[config.mk]
export PLATFORM = sky130hd
export DESIGN_NAME = instr_fetch
export DESIGN_NICKNAME = d
export VERILOG_FILES = /design/src/rtl/instr_fetch.sv
export SDC_FILE = /design/constraint.sdc
export NUM_CORES = 1
export LEC_CHECK = 0
export ABC_CLOCK_PERIOD_IN_PS = 1800
export BUFFER_PORTS_ARGS = -buffer_cell sky130_fd_sc_hd__buf_2
export CORE_ASPECT_RATIO = 1.5
export CORE_MARGIN = 2
export CORE_UTILIZATION = 50
export CTS_BUF_LIST = sky130_fd_sc_hd__clkbuf_16
export DETAILED_ROUTE_END_ITERATION = 8
export HOLD_SLACK_MARGIN = 0.15
export PLACE_DENSITY = 0.82
export SLEW_MARGIN = 15
export SYNTH_ARGS = -nofsm -noshare
export SYNTH_HDL_FRONTEND = slang
export SYNTH_SLANG_ARGS = --single-unit
[constraint.sdc]
create_clock -name i_clk -period 1.8 [get_ports i_clk]
set_input_delay 0.18 -clock i_clk [delete_from_list [all_inputs] [get_ports i_clk]]
set_output_delay 0.18 -clock i_clk [all_outputs]
set_load 0.02 [all_outputs]
[src/rtl/instr_fetch.sv]
// rtl/instr_fetch.sv - instruction fetch stage with one-entry skid buffer; optional IF_ALIGN_CHECK_EN misaligned-redirect fault
module instr_fetch #(
  parameter logic [31:0] RESET_PC = 32'h0000_0000
) (
  input  logic        i_clk,
  input  logic        i_rst,
  input  logic        i_redirect,
  input  logic [31:0] i_redirect_pc,
  input  logic        i_stall,
  output logic        o_mem_req,
  output logic [31:0] o_mem_addr,
  input  logic        i_mem_ack,
  input  logic [31:0] i_mem_rdata,
  output logic [31:0] o_instr,
  output logic        o_instr_valid,
  output logic [31:0] o_pc,
  output logic        o_fault
);

  typedef enum logic [2:0] {
    IDLE  = 3'd0,
    REQ   = 3'd1,
    HOLD  = 3'd2,
    DROP  = 3'd3,
    FAULT = 3'd4
  } state_t;

  state_t      state_q, state_d;
  logic [31:0] pc_q;
  logic [31:0] drop_addr_q;
  logic [31:0] instr_q;
  logic [31:0] instr_pc_q;
  logic        instr_valid_q;
  logic [31:0] skid_q;
  logic [31:0] skid_pc_q;

  logic        redir;
  logic        misalign;
  logic        bad_redir;
  logic        fault_q;
  logic [31:0] target;
  logic        consume;
  logic        take_direct;

`ifdef IF_ALIGN_CHECK_EN
  // Once faulted, every later redirect is ignored until reset.
  assign redir    = i_redirect && !fault_q;
  assign misalign = (i_redirect_pc[1:0] != 2'b00);
  assign target   = i_redirect_pc;
  assign o_fault  = fault_q;

  // Sticky fault flag, set by the first misaligned redirect.
  always_ff @(posedge i_clk) begin
    if (i_rst) begin
      fault_q <= 1'b0;
    end else if (redir && misalign) begin
      fault_q <= 1'b1;
    end
  end
`else
  assign redir    = i_redirect;
  assign misalign = 1'b0;
  assign target   = i_redirect_pc & 32'hFFFF_FFFC;
  assign fault_q  = 1'b0;
  assign o_fault  = 1'b0;
`endif

  assign bad_redir   = redir && misalign;
  assign consume     = instr_valid_q && !i_stall;
  // An accepted word lands in o_instr when the slot is free or being freed.
  assign take_direct = !instr_valid_q || consume;

  assign o_instr       = instr_q;
  assign o_instr_valid = instr_valid_q;
  assign o_pc          = instr_pc_q;

  // State register.
  always_ff @(posedge i_clk) begin
    if (i_rst) begin
      state_q <= IDLE;
    end else begin
      state_q <= state_d;
    end
  end

  // Next state and request outputs; DROP keeps presenting the abandoned address.
  always_comb begin
    state_d    = state_q;
    o_mem_req  = 1'b0;
    o_mem_addr = pc_q;
    case (state_q)
      IDLE: begin
        state_d = bad_redir ? FAULT : REQ;
      end
      REQ: begin
        o_mem_req = 1'b1;
        if (redir) begin
          if (i_mem_ack) state_d = bad_redir ? FAULT : REQ;
          else           state_d = DROP;
        end else if (i_mem_ack && !take_direct) begin
          state_d = HOLD;
        end
      end
      HOLD: begin
        if (redir)        state_d = bad_redir ? FAULT : REQ;
        else if (consume) state_d = REQ;
      end
      DROP: begin
        o_mem_req  = 1'b1;
        o_mem_addr = drop_addr_q;
        if (i_mem_ack) state_d = (fault_q || bad_redir) ? FAULT : REQ;
      end
      FAULT: begin
        state_d = FAULT;
      end
      default: begin
        state_d = IDLE;
      end
    endcase
  end

  // Datapath: PC, output instruction register and skid entry.
  always_ff @(posedge i_clk) begin
    if (i_rst) begin
      pc_q          <= RESET_PC;
      drop_addr_q   <= 32'h0;
      instr_q       <= 32'h0;
      instr_pc_q    <= 32'h0;
      instr_valid_q <= 1'b0;
      skid_q        <= 32'h0;
      skid_pc_q     <= 32'h0;
    end else if (redir) begin
      instr_valid_q <= 1'b0;
      pc_q          <= target;
      if (state_q == REQ && !i_mem_ack) drop_addr_q <= pc_q;
    end else begin
      case (state_q)
        REQ: begin
          if (i_mem_ack) begin
            pc_q <= pc_q + 32'd4;
            if (take_direct) begin
              instr_q       <= i_mem_rdata;
              instr_pc_q    <= pc_q;
              instr_valid_q <= 1'b1;
            end else begin
              skid_q    <= i_mem_rdata;
              skid_pc_q <= pc_q;
            end
          end else if (consume) begin
            instr_valid_q <= 1'b0;
          end
        end
        HOLD: begin
          if (consume) begin
            instr_q    <= skid_q;
            instr_pc_q <= skid_pc_q;
          end
        end
        default: begin
          if (consume) instr_valid_q <= 1'b0;
        end
      endcase
    end
  end

endmodule

## Word-level counts from Yosys, hierarchy flattened

Index checks and enable logic that the tools add are counted.
Widths: inputs -> output; s select.

- Output and inout port bits: 99
- Register bits: 196
- Logic and storage cells: 69
- Bits of input ports: 69
- Memory bits (read-only): 0
- Memories: 0
- RAM bits: 0
- Bits in latches: 0

- Eq/ne operators: 11
- Div/mod/pow operators: 0
- Mux-type cells: 24
- Shift operators: 0
- Multipliers: 0
- Order comparisons: 0
- Bitwise gates (word level): 3
- $add $sub $neg: 1
- Reduce and logical (&&, ||, !) cells: 21

Operators by type and width:

| cell | count |
|---|---|
| $mux 32 | 10 |
| $pmux 32 s2 | 2 |
| $add 32x3->32 const B | 1 |
| $mux 3 | 5 |
| $pmux 3 s5 | 1 |
| $ne 3x3->1 const B | 3 |
| $ne 2x2->1 const B | 4 |
| $reduce_and 2->1 | 4 |
| $eq 3x2->1 const B | 2 |
| $reduce_bool 2->1 | 3 |
| $reduce_and 5->1 | 1 |
| $logic_not 1->1 | 4 |
| $mux 1 | 4 |
| $reduce_and 4->1 | 1 |
| $reduce_or 2->1 | 2 |
| $eq 3x1->1 const B | 1 |
| $eq 3x3->1 const B | 1 |
| $logic_and 1x1->1 | 3 |
| $logic_not 3->1 | 1 |
| $not 1->1 | 3 |
| $reduce_and 3->1 | 1 |
| $mux 2 | 1 |
| $pmux 1 s2 | 1 |
| $logic_or 1x1->1 | 1 |

## Logic depth before layout (Yosys ltp)

Gate-level depths: netlist of run 1.

- Word-level depth: 8
- Gate-level depth with buffers: 8
- Mapped depth without buffers: 5

## Worst setup path before layout of run 1

No wires, ideal clock.

- Path type: reg2reg
- Start: register state_q[2]
- End: register pc_q[21]
- Stages on the path, launching flop included: 8
- Path slack: -0.003 ns
- Data required time: 1.709 ns
- Buffers on the path: 3
- Arrival time: 1.713 ns
- Path through: dfxtp_1 > buf_6 > and4bb_2 > buf_6 > nand4_4 > buf_6 > or4_1 > a311oi_1

- Longest elaborated chain between the ends: 3

Ends and longest elaborated chain:

| element | line | source |
|---|---|---|
| start, declared | 28 | `state_t state_q, state_d;` |
| start signal, assigned | 82 | `state_q <= state_d;` |
| $eq 3x1->1 | 137 | `case (state_q)` |
| $reduce_bool 2->1 (no line) | -- |  |
| $reduce_and 2->1 (no line) | -- |  |
| end signal, assigned | 134 | `pc_q <= target;` |
| end signal, assigned | 140 | `pc_q <= pc_q + 32'd4;` |
| end, declared | 29 | `logic [31:0] pc_q;` |

No other way between the ends.
A chain may end at the register's enable or synchronous reset.

## Worst setup path after layout of run 1

- Start: register state_q[2]
- End: output port o_mem_addr[9]

- Longest elaborated chain between the ends: 2

Ends and longest elaborated chain:

| element | line | source |
|---|---|---|
| $eq 3x2->1 | 91 | `case (state_q)` |
| $mux 32 | 91 |  |
| end, declared | 11 | `output logic [31:0] o_mem_addr,` |

No other way between the ends.

==> flow_metrics.py, run 1 <==
metrics = {
    "sta": {
        "hold_viol_final": 0,
        "post-route-period-util": 1.13,
        "max_freq_mhz": 491,
        "rsz0062_at_grt": "true",
        "fin_skew_ns": 0.0113,
        "max_slew.worst_pin.slew_ns": 0.673,
        "slew_viol_final": 0,
        "slew_headroom": 0.551,
        "finalCriticalPeriod_ns": 2.04,
        "final-setup-viol-count": 166,
        "finalWorstSetupSlack_ns": -0.237,
    },
    "critical_path": {
        "slowest_stage": "dfxtp_4",
        "cp_top_family": "buffers and inverters",
        "worstSetupPathType": "reg2out",
        "cp_num_buf_inv": 4,
        "cp.required_ns": 1.62,
        "worstSetupStartpointType": "flop",
        "arrival_ns": 1.86,
        "crit_path_frequent_cell": "buf_6",
        "path_max_fanout": 8,
        "slowest_delay_ns": 0.35,
        "cp-end-kind": "primary output",
        "crit_chain": "buf_6 -> nand3b_1 -> buf_6 -> buf_12 -> mux2_4 -> buf_6",
    },
    "power_and_ir_drop": {
        "intPower_uw": 7020,
        "ir_drop_v": 0.000848,
        "power.share.sequential": 0.460,
        "clkPwrFrac": 0.386,
        "power_frac_comb": 0.154,
        "switchingPower_uw": 2590,
        "swShare": 0.270,
        "power.density_nw_per_um2": 823,
        "p_leak_uw": 0.00447,
    },
    "routing": {
        "detail-route-antenna-nets": 0,
        "firstDrtPassIters": 5,
        "wl_mm": 26.3,
        "route.detailed.drc": 0,
        "wl_met3_mm": 1.45,
        "avgViaCountPerCell": 5.74,
        "drt_iter0_markers": 866,
        "vias": 8449,
        "dr_wl_met2_mm": 13.5,
        "wl_per_cell_um": 17.9,
        "met1_length_mm": 10.1,
        "topRoutingLayerUsed": "met4",
    },
    "yosys": {
        "ys.flop_type": "dfxtp_1",
        "synth_common_cells": "nand2_1 (203), dfxtp_1 (188), a21oi_1 (98)",
        "ys_seq_area_frac": 0.443,
        "ys_warn_count": 0,
        "syn_inst": 1003,
        "ys_top_cells_by_area": "dfxtp_1 (44%), nand2_1 (9.0%), mux2i_1 (7.1%), a211oi_1 (6.4%), a21oi_1 (5.8%)",
        "async_flop_share": 0,
        "syn-cell-area_um2": 8500,
        "synth_most_common_cell": "nand2_1",
        "synth_seq_cells": 188,
        "synth.top_cell.area_share": 0.443,
        "yosysTopAreaCell": "dfxtp_1",
        "postSynthAreaPerCell_um2": 8.47,
        "synth_cell_types": 64,
        "synth_edf_count": 0,
    },
    "floorplanning": {
        "core_um2": 16700,
        "initial_core_util": 0.509,
        "io_pins": 168,
        "die-height_um": 164,
        "die_area_um2": 18100,
        "dieWidth_um": 110,
        "rows": 58,
    },
    "run_status": {
        "status": "finished with violations",
        "violations": "negative setup slack",
    },
    "placed_design": {
        "place.gp.congestion": 0.918,
        "dpl_cell_area_um2": 9950,
        "hpwl_mm": 15.5,
        "portBuffers": 160,
        "dp.cells": 1362,
    },
    "cells_and_area": {
        "fill_cells": 1209,
        "final_nets": 1320,
        "fin_area_um2": 11700,
        "syn_to_final_growth_pct": 37.4,
        "final-instance-count-excl-fill": 1473,
        "diodes": 0,
        "layout-drive-gt1-share": 0.285,
        "final_core_util": 0.699,
    },
    "global_routing": {
        "grtUsageTotal": 0.271,
        "grt_pass1_wl_mm": 39.7,
        "antenna_found_initial": 0,
        "grt_max_degree": 63,
        "grt-ovfl-total": 0,
        "grt_pass1_vias": 7938,
    },
    "clocking": {
        "cts_tree": "yes",
        "cts_root_buf": "clkbuf_16",
        "numCtsBuffers": 17,
        "clock_latency_ns": 0.43,
        "cts.reportedPaths.clkPinSlew_ns": 0.07,
        "cts_buffer_depth": 2,
        "numClockSinks": 188,
        "cts_max_level": 4,
    },
    "job": {
        "maxCapViolCount": 0,
    },
    "min_path": {
        "hold_class": "in2reg",
    },
}
[power groups by stage]
stage / clock, uW / combinational [uW] / sequential [uW]
6_report: 3710 / 1480 / 4420
5_1_grt: 3920 / 1570 / 4440
4_1_cts: 3760 / 1430 / 4410
3_5_place_dp: 0 / 1230 / 4510
3_3_place_gp: 0 / 1210 / 4500
2_1_floorplan: 0 / 677 / 4560
[per-stage QoR]
step	total power (uW)	setup TNS (ns)	hold WS, ns	setup slack, ns
detailed placement	5730	-0.157	0.412	-0.0540
finish	9610	-15.17	0.271	-0.237
global route	9930	-27.47	0.255	-0.284
global placement	5710	0	0.409	0.00138
CTS	9600	-11.08	0.257	-0.236
floorplan	5240	-0.0806	0.303	-0.00349
[cell type report]
| class | count | area (um2) | share of cell area |
|---|---|---|---|
| clock inverter | 15 | 150 | 0.0129 |
| sequential | 188 | 3780 | 0.324 |
| multi-input combinational | 711 | 4380 | 0.375 |
| timing repair buffer | 325 | 2640 | 0.226 |
| inverter | 7 | 26.3 | 0.00225 |
| clock buffer | 17 | 425 | 0.0364 |
| tap | 210 | 263 | 0.0225 |
[cell usage in the layout, fill, tap and decap left out, types with 3 or more instances in the layout]
cell type        n
nand2_1        203
dfxtp_1        177
buf_2          135
a21oi_1         95
nor2_1          87
buf_4           76
a211oi_1        72
dlygate4sd3_1   64
mux2i_1         60
buf_6           31
mux2_2          26
clkbuf_16       21
nand4_1         16
nand3_1         15
buf_12          14
and3_1          10
o21ai_0          9
dfxtp_2          9
inv_1            8
a311oi_1         8
and4_1           6
or4_1            6
nor4_1           6
or3_1            5
conb_1           5
clkinvlp_4       5
mux2_4           4
nor2b_1          4
and2_1           4
o31ai_1          4
xor2_1           4
xnor2_1          4
nand3b_1         3
or4_4            3
a2111oi_2        3
a21oi_2          3
nor3b_2          3
inv_6            3
[logic make-up (layout without fill, tap and decap cells)]
kind of cell / Yosys count / count (layout) / synth area share
and+or+nand+nor: 389 / 389 / 0.210
AOI/OAI and AO/OA: 217 / 217 / 0.167
DFF: 188 / 188 / 0.443
buffers and inverters: 108 / 364 / 0.0580
muxes: 90 / 90 / 0.110
xor gates and xnor gates: 9 / 9 / 0.00928
adders and majority gates: 1 / 1 / 0.00147
other: 1 / 5 / 0.000441
[final timing paths]
kind,depth (start not counted),slack (ns),to,start
max,6,-0.24,o_mem_addr[9],state_q[2]
min,4,0.27,state_q[1],i_mem_ack
max reg2reg,7,-0.19,o_pc[4],state_q[2]
min reg2reg,2,0.46,drop_addr_q[21],drop_addr_q[21]
[layer usage]
layer	vias to the layer above	global-route usage
met5	-	0
met4	0	0.147
met3	91	0.0560
met2	353	0.485
met1	3984	0.299
li1	4021	-
[worst reg2reg max path, delay by kind of cell, from the launching register on]
| kind | cells | cell delay [ns] |
|---|---|---|
| compound gates | 2 | 0.58 |
| buf+inv | 3 | 0.50 |
| simple gates | 2 | 0.46 |
| flops | 1 | 0.35 |
[flip-flops by register name, indices dropped and copies added, names as in the netlist]
name	cells
drop_addr_q	30
o_instr	32
o_instr_valid	1
o_pc	30
pc_q	30
skid_pc_q	30
skid_q	32
state_q	3
[what timing repair did]
item	in CTS	in global routing
gates cloned	2	4
setup endpoints to repair	42	196
gates resized for setup	73	19
pin swaps	7	3
buffers inserted	8	2
hold buffers	64	0
endpoints found under the hold margin	96	0
No activity file was read; power rests on OpenSTA's default activity.
==> run 2: changes to the inputs <==
- CELL_PAD_IN_SITES_DETAIL_PLACEMENT: not set -> 0
- CELL_PAD_IN_SITES_GLOBAL_PLACEMENT: not set -> 2
- CORE_UTILIZATION: 50 -> 29
- PLACE_DENSITY: 0.82 -> 0.81
==> flow_metrics.py, run 2 (synthesis results as in run 1) <==
metrics = {
    "sta": {
        "finalWorstSetupSlack_ns": -0.155,
        "post-route-period-util": 1.09,
        "hold_viol_final": 0,
        "slew_viol_final": 0,
        "finalCriticalPeriod_ns": 1.96,
        "max_slew.worst_pin.slew_ns": 0.717,
        "finalSetupTns_ns": -14.01,
        "fin_skew_ns": 0.0137,
        "max_freq_mhz": 511,
        "rsz0062_at_grt": "true",
        "final-setup-viol-count": 158,
        "timing.hold.ws_ns": 0.294,
        "slew_headroom": 0.522,
    },
    "critical_path": {
        "slowest_stage": "dfxtp_2",
        "cp.required_ns": 1.62,
        "crit_path_frequent_cell": "buf_12",
        "arrival_ns": 1.78,
        "worstSetupPathType": "reg2out",
        "cp-end-kind": "primary output",
        "crit_chain": "nand3b_1 -> buf_12 -> buf_12 -> mux2_4 -> buf_6",
        "slowest_delay_ns": 0.33,
        "worstSetupStartpointType": "flop",
        "cp_top_family": "buffers and inverters",
        "cp_num_buf_inv": 3,
        "path_max_fanout": 10,
    },
    "cells_and_area": {
        "mostFrequentLayoutCells": "dfxtp_1 (175), nand2_1 (173), buf_2 (143), buf_4 (106), nor2_1 (87)",
        "final_common_cell": "dfxtp_1",
        "syn_to_final_growth_pct": 57.3,
        "layout-drive-gt1-share": 0.401,
        "fin_area_um2": 13400,
        "final_nets": 1390,
        "final_core_util": 0.464,
        "diodes": 0,
    },
    "clocking": {
        "cts_root_buf": "clkbuf_16",
        "cts_tree": "yes",
        "numClockSinks": 188,
        "cts_buffer_depth": 2,
        "clock_latency_ns": 0.45,
        "cts.reportedPaths.clkPinSlew_ns": 0.08,
        "cts_max_level": 4,
        "numCtsBuffers": 17,
    },
    "placed_design": {
        "place.gp.congestion": 0.798,
        "portBuffers": 160,
        "dp_slack_ns": -0.114,
        "dpl_cell_area_um2": 10300,
        "hpwl_mm": 18.0,
    },
    "floorplanning": {
        "dieWidth_um": 144,
        "initial_core_util": 0.295,
        "io_pins": 168,
        "die-height_um": 214,
        "core_um2": 28800,
        "rows": 76,
        "die_area_um2": 30700,
    },
    "run_status": {
        "status": "finished with violations",
        "violations": "negative setup slack",
    },
    "power_and_ir_drop": {
        "ir_drop_v": 0.000576,
        "p_leak_uw": 0.00523,
        "power.density_nw_per_um2": 726,
    },
    "global_routing": {
        "grt_pass1_wl_mm": 42.3,
        "grt_max_degree": 51,
        "antenna_found_initial": 0,
        "grt_pass1_vias": 7680,
        "grt-ovfl-total": 0,
        "grtUsageTotal": 0.179,
    },
    "routing": {
        "drt_iter0_markers": 390,
        "firstDrtPassIters": 5,
        "avgViaCountPerCell": 4.92,
        "wl_mm": 30.4,
        "detail-route-antenna-nets": 0,
        "wl_per_cell_um": 17.7,
        "vias": 8479,
        "route.detailed.drc": 0,
    },
    "job": {
        "maxCapViolCount": 0,
    },
    "min_path": {
        "hold_class": "in2reg",
    },
}
[run 2: cell count changes in the layout (fill, tap and decap cells not counted), moves of 20 or more]
cell      before  now
nand2_1      203  173
a21oi_2        3   30
a211oi_1      72   45
a21oi_1       95   68
buf_4         76  106
nand2_4        0   20
a211oi_2       1   28
[run 2: through the flow]
step,power (uW),instances
2_1_floorplan,5240,1007
3_3_place_gp,5800,1561
3_5_place_dp,5810,1561
4_1_cts,9610,1682
5_1_grt,10100,1723
6_report,9700,1723
[run 2: final timing paths]
kind                  startpoint        endpoint  slack (ns)  depth (start not counted)
setup / recovery      state_q[2]  o_mem_addr[31]       -0.16                          5
hold / removal        i_redirect        pc_q[23]        0.29                          3
setup reg to reg      state_q[1]   skid_pc_q[26]       -0.15                          9
hold reg to reg   drop_addr_q[2]  drop_addr_q[2]        0.45                          2
[run 2: worst register-to-register path, stage by stage (launching register included)]
cell and delay, ns:
dfxtp_2 0.33, buf_6 0.12, buf_4 0.13, or4b_4 0.49, buf_6 0.14, nor2_4 0.13
buf_12 0.18, clkbuf_16 0.18, nand2_1 0.06, a21oi_1 0.12
[run 2: per-layer routing]
| layer | GRT usage | share of wire | up-vias | wire, um |
|---|---|---|---|---|
| met5 | 0 | 0 | - | 0 |
| met2 | 0.321 | 0.53 | 183 | 16100 |
| met1 | 0.218 | 0.42 | 4076 | 12800 |
| met3 | 0.0293 | 0.030 | 38 | 923 |
| li1 | - | - | 4182 | - |
| met4 | 0.0548 | 0.019 | 0 | 587 |
[run 2: repair_timing]
action	CTS	global route
hold buffers	65	0
hold endpoints to repair	104	0
gates cloned	10	20
buffers inserted	14	24
endpoints found under the setup margin	111	207
pin swaps	52	67
gates resized for setup	63	183
[run 2: final cells by class]
class                           count  area [um2]
Inverter                            7        26.3
Multi-Input combinational cell    712        4930
Tap cell                          390         488
Fill cell                        2802       15500
Sequential cell                   188        3790
Clock buffer                       17         425
Clock inverter                     15         116
Timing Repair Buffer              394        3580
[run 2: report_power, final]
group	internal, uW	switching, uW	total [uW]
logic	799	907	1710
registers	4300	111	4410
clock network	1790	1790	3580
total	6890	2810	9700
==> run 3: changes to the inputs <==
- CELL_PAD_IN_SITES_GLOBAL_PLACEMENT: 2 -> 1
- CORE_UTILIZATION: 29 -> 37
- PLACE_DENSITY: 0.81 -> 0.82
- TNS_END_PERCENT: not set -> 100
==> flow_metrics.py, run 3 (synthesis results as in run 1) <==
metrics = {
    "cells_and_area": {
        "seqCellArea_um2": 3780,
        "final_nets": 1360,
        "layout-drive-gt1-share": 0.329,
        "final_common_cell": "nand2_1",
        "mostFrequentLayoutCells": "nand2_1 (203), dfxtp_1 (176), buf_2 (129), a21oi_1 (98), buf_4 (92)",
        "syn_to_final_growth_pct": 47.3,
        "diodes": 0,
        "final-instance-count-excl-fill": 1579,
        "multi_input_area_um2": 4550,
        "fill_cells": 1997,
    },
    "sta": {
        "max_freq_mhz": 490,
        "slew_headroom": 0.650,
        "rsz0062_at_grt": "true",
        "fin_skew_ns": 0.0108,
        "finalWorstSetupSlack_ns": -0.241,
        "max_slew.worst_pin.slew_ns": 0.520,
        "hold_viol_final": 0,
        "finalCriticalPeriod_ns": 2.04,
        "final-setup-viol-count": 137,
        "slew_viol_final": 0,
        "post-route-period-util": 1.13,
    },
    "clocking": {
        "cts.reportedPaths.clkPinSlew_ns": 0.07,
        "numCtsBuffers": 17,
        "cts_tree": "yes",
        "cts_root_buf": "clkbuf_16",
        "numClockSinks": 188,
        "cts_buffer_depth": 2,
        "clock_latency_ns": 0.44,
        "cts_max_level": 4,
    },
    "global_routing": {
        "grtUsageTotal": 0.206,
        "antenna_found_initial": 0,
        "grt_pass1_vias": 7668,
        "grt_pass1_wl_mm": 39.6,
        "grt_max_degree": 46,
        "grt-ovfl-total": 0,
    },
    "routing": {
        "avgViaCountPerCell": 5.30,
        "detail-route-antenna-nets": 0,
        "firstDrtPassIters": 5,
        "met1_length_mm": 11.1,
        "route.detailed.drc": 0,
        "topRoutingLayerUsed": "met4",
        "vias": 8363,
        "wl_per_cell_um": 17.8,
        "dr_wl_met2_mm": 15.0,
        "wl_mm": 28.0,
        "wl_met3_mm": 1.05,
        "drt_iter0_markers": 468,
    },
    "critical_path": {
        "cp.required_ns": 1.62,
        "r2r_start": "state_q[2]",
        "worstSetupPathType": "reg2out",
        "cp-end-kind": "primary output",
        "r2r_setup_slack_ns": -0.22,
        "worstSetupStartpointType": "flop",
        "arrival_ns": 1.86,
        "r2r_end": "skid_q[5]",
        "cp-startpoint": "state_q[2]",
        "path_max_fanout": 8,
        "rr_worst_depth": 9,
    },
    "placed_design": {
        "place.gp.congestion": 0.869,
        "dp_slack_ns": -0.0310,
        "portBuffers": 160,
        "dp.cells": 1441,
        "hpwl_mm": 16.7,
    },
    "floorplanning": {
        "initial_core_util": 0.378,
        "die-height_um": 190,
        "core_um2": 22500,
        "dieWidth_um": 128,
        "die_area_um2": 24200,
        "rows": 67,
        "io_pins": 168,
    },
    "job": {
        "maxCapViolCount": 0,
    },
    "run_status": {
        "violations": "negative setup slack",
        "status": "finished with violations",
    },
    "min_path": {
        "worstHoldStart": "i_redirect_pc[31]",
        "min_to": "pc_q[31]",
        "whs_path_depth": 4,
        "hold_class": "in2reg",
    },
    "power_and_ir_drop": {
        "power.density_nw_per_um2": 798,
        "ir_drop_v": 0.000693,
        "p_leak_uw": 0.00486,
    },
}
[run 3: cell count changes in the layout (fill, tap and decap cells not counted), moves of 10 or more]
cell / change
nand2_4: -20
nand2_2: -10
a21oi_1: +30
mux2_2: -17
buf_6: +16
a21oi_2: -30
a211oi_1: +14
a211oi_2: -14
mux2_4: +17
nand2_1: +30
buf_4: -14
buf_2: -14
[run 3: metal layers]
metal	track usage	vias to the layer above
li1	-	4100
met1	0.241	3995
met2	0.364	228
met3	0.0357	40
met4	0.0955	0
met5	0	-
[run 3: final cells by class]
type / instances / area share
Clock inverter: 15 / 0.0149
Tap cell: 276 / 0.0276
Sequential cell: 188 / 0.302
Clock buffer: 17 / 0.0340
Inverter: 7 / 0.00210
Multi-Input combinational cell: 711 / 0.364
Timing Repair Buffer: 365 / 0.255
[run 3: stage by stage]
| stage | total power, uW | utilization | TNS (ns) | hold WS [ns] | instance area (um2) |
|---|---|---|---|---|---|
| final | 9990 | 0.557 | -20.40 | 0.188 | 12500 |
| after global routing | 10400 | 0.557 | -31.34 | 0.193 | 12500 |
| after CTS | 9930 | 0.525 | -8.08 | 0.162 | 11800 |
| after detailed placement | 5760 | 0.450 | -0.0649 | 0.418 | 10100 |
| after global placement | 5750 | 0.450 | -0.0124 | 0.416 | 10100 |
| after floorplan | 5240 | - | -0.0806 | 0.303 | 8520 |
[run 3: worst max-delay path by stage]
stage                           endpoint  slack, ns  depth (start not counted)
after detailed placement        pc_q[19]      -0.03                          4
after CTS                 o_mem_addr[27]      -0.23                          6
after global placement          pc_q[25]      -0.01                          4
final                     o_mem_addr[26]      -0.24                          6
after floorplan                 pc_q[21]     -0.003                          7
after global routing       skid_pc_q[29]      -0.30                          9
[run 3: where the power goes]
group	total, uW	internal [uW]	switching (uW)
combinational	1640	787	852
sequential	4420	4300	120
clock	3930	2210	1720
total	9990	7300	2690
[run 3: what timing repair did]
item / in CTS / in global routing
hold buffers: 63 / 0
hold endpoints to repair: 112 / 0
gates resized for setup: 100 / 68
pin swaps: 2 / 36
setup endpoints to repair: 36 / 175
buffers inserted: 6 / 17
gates cloned: 3 / 17
[run 3: worst max-delay path: stages, from the launching register on]
cell and delay (ns):
dfxtp_2 0.33, buf_6 0.11, nand3b_1 0.20, buf_6 0.18, buf_16 0.16, mux2_4 0.31
buf_6 0.13
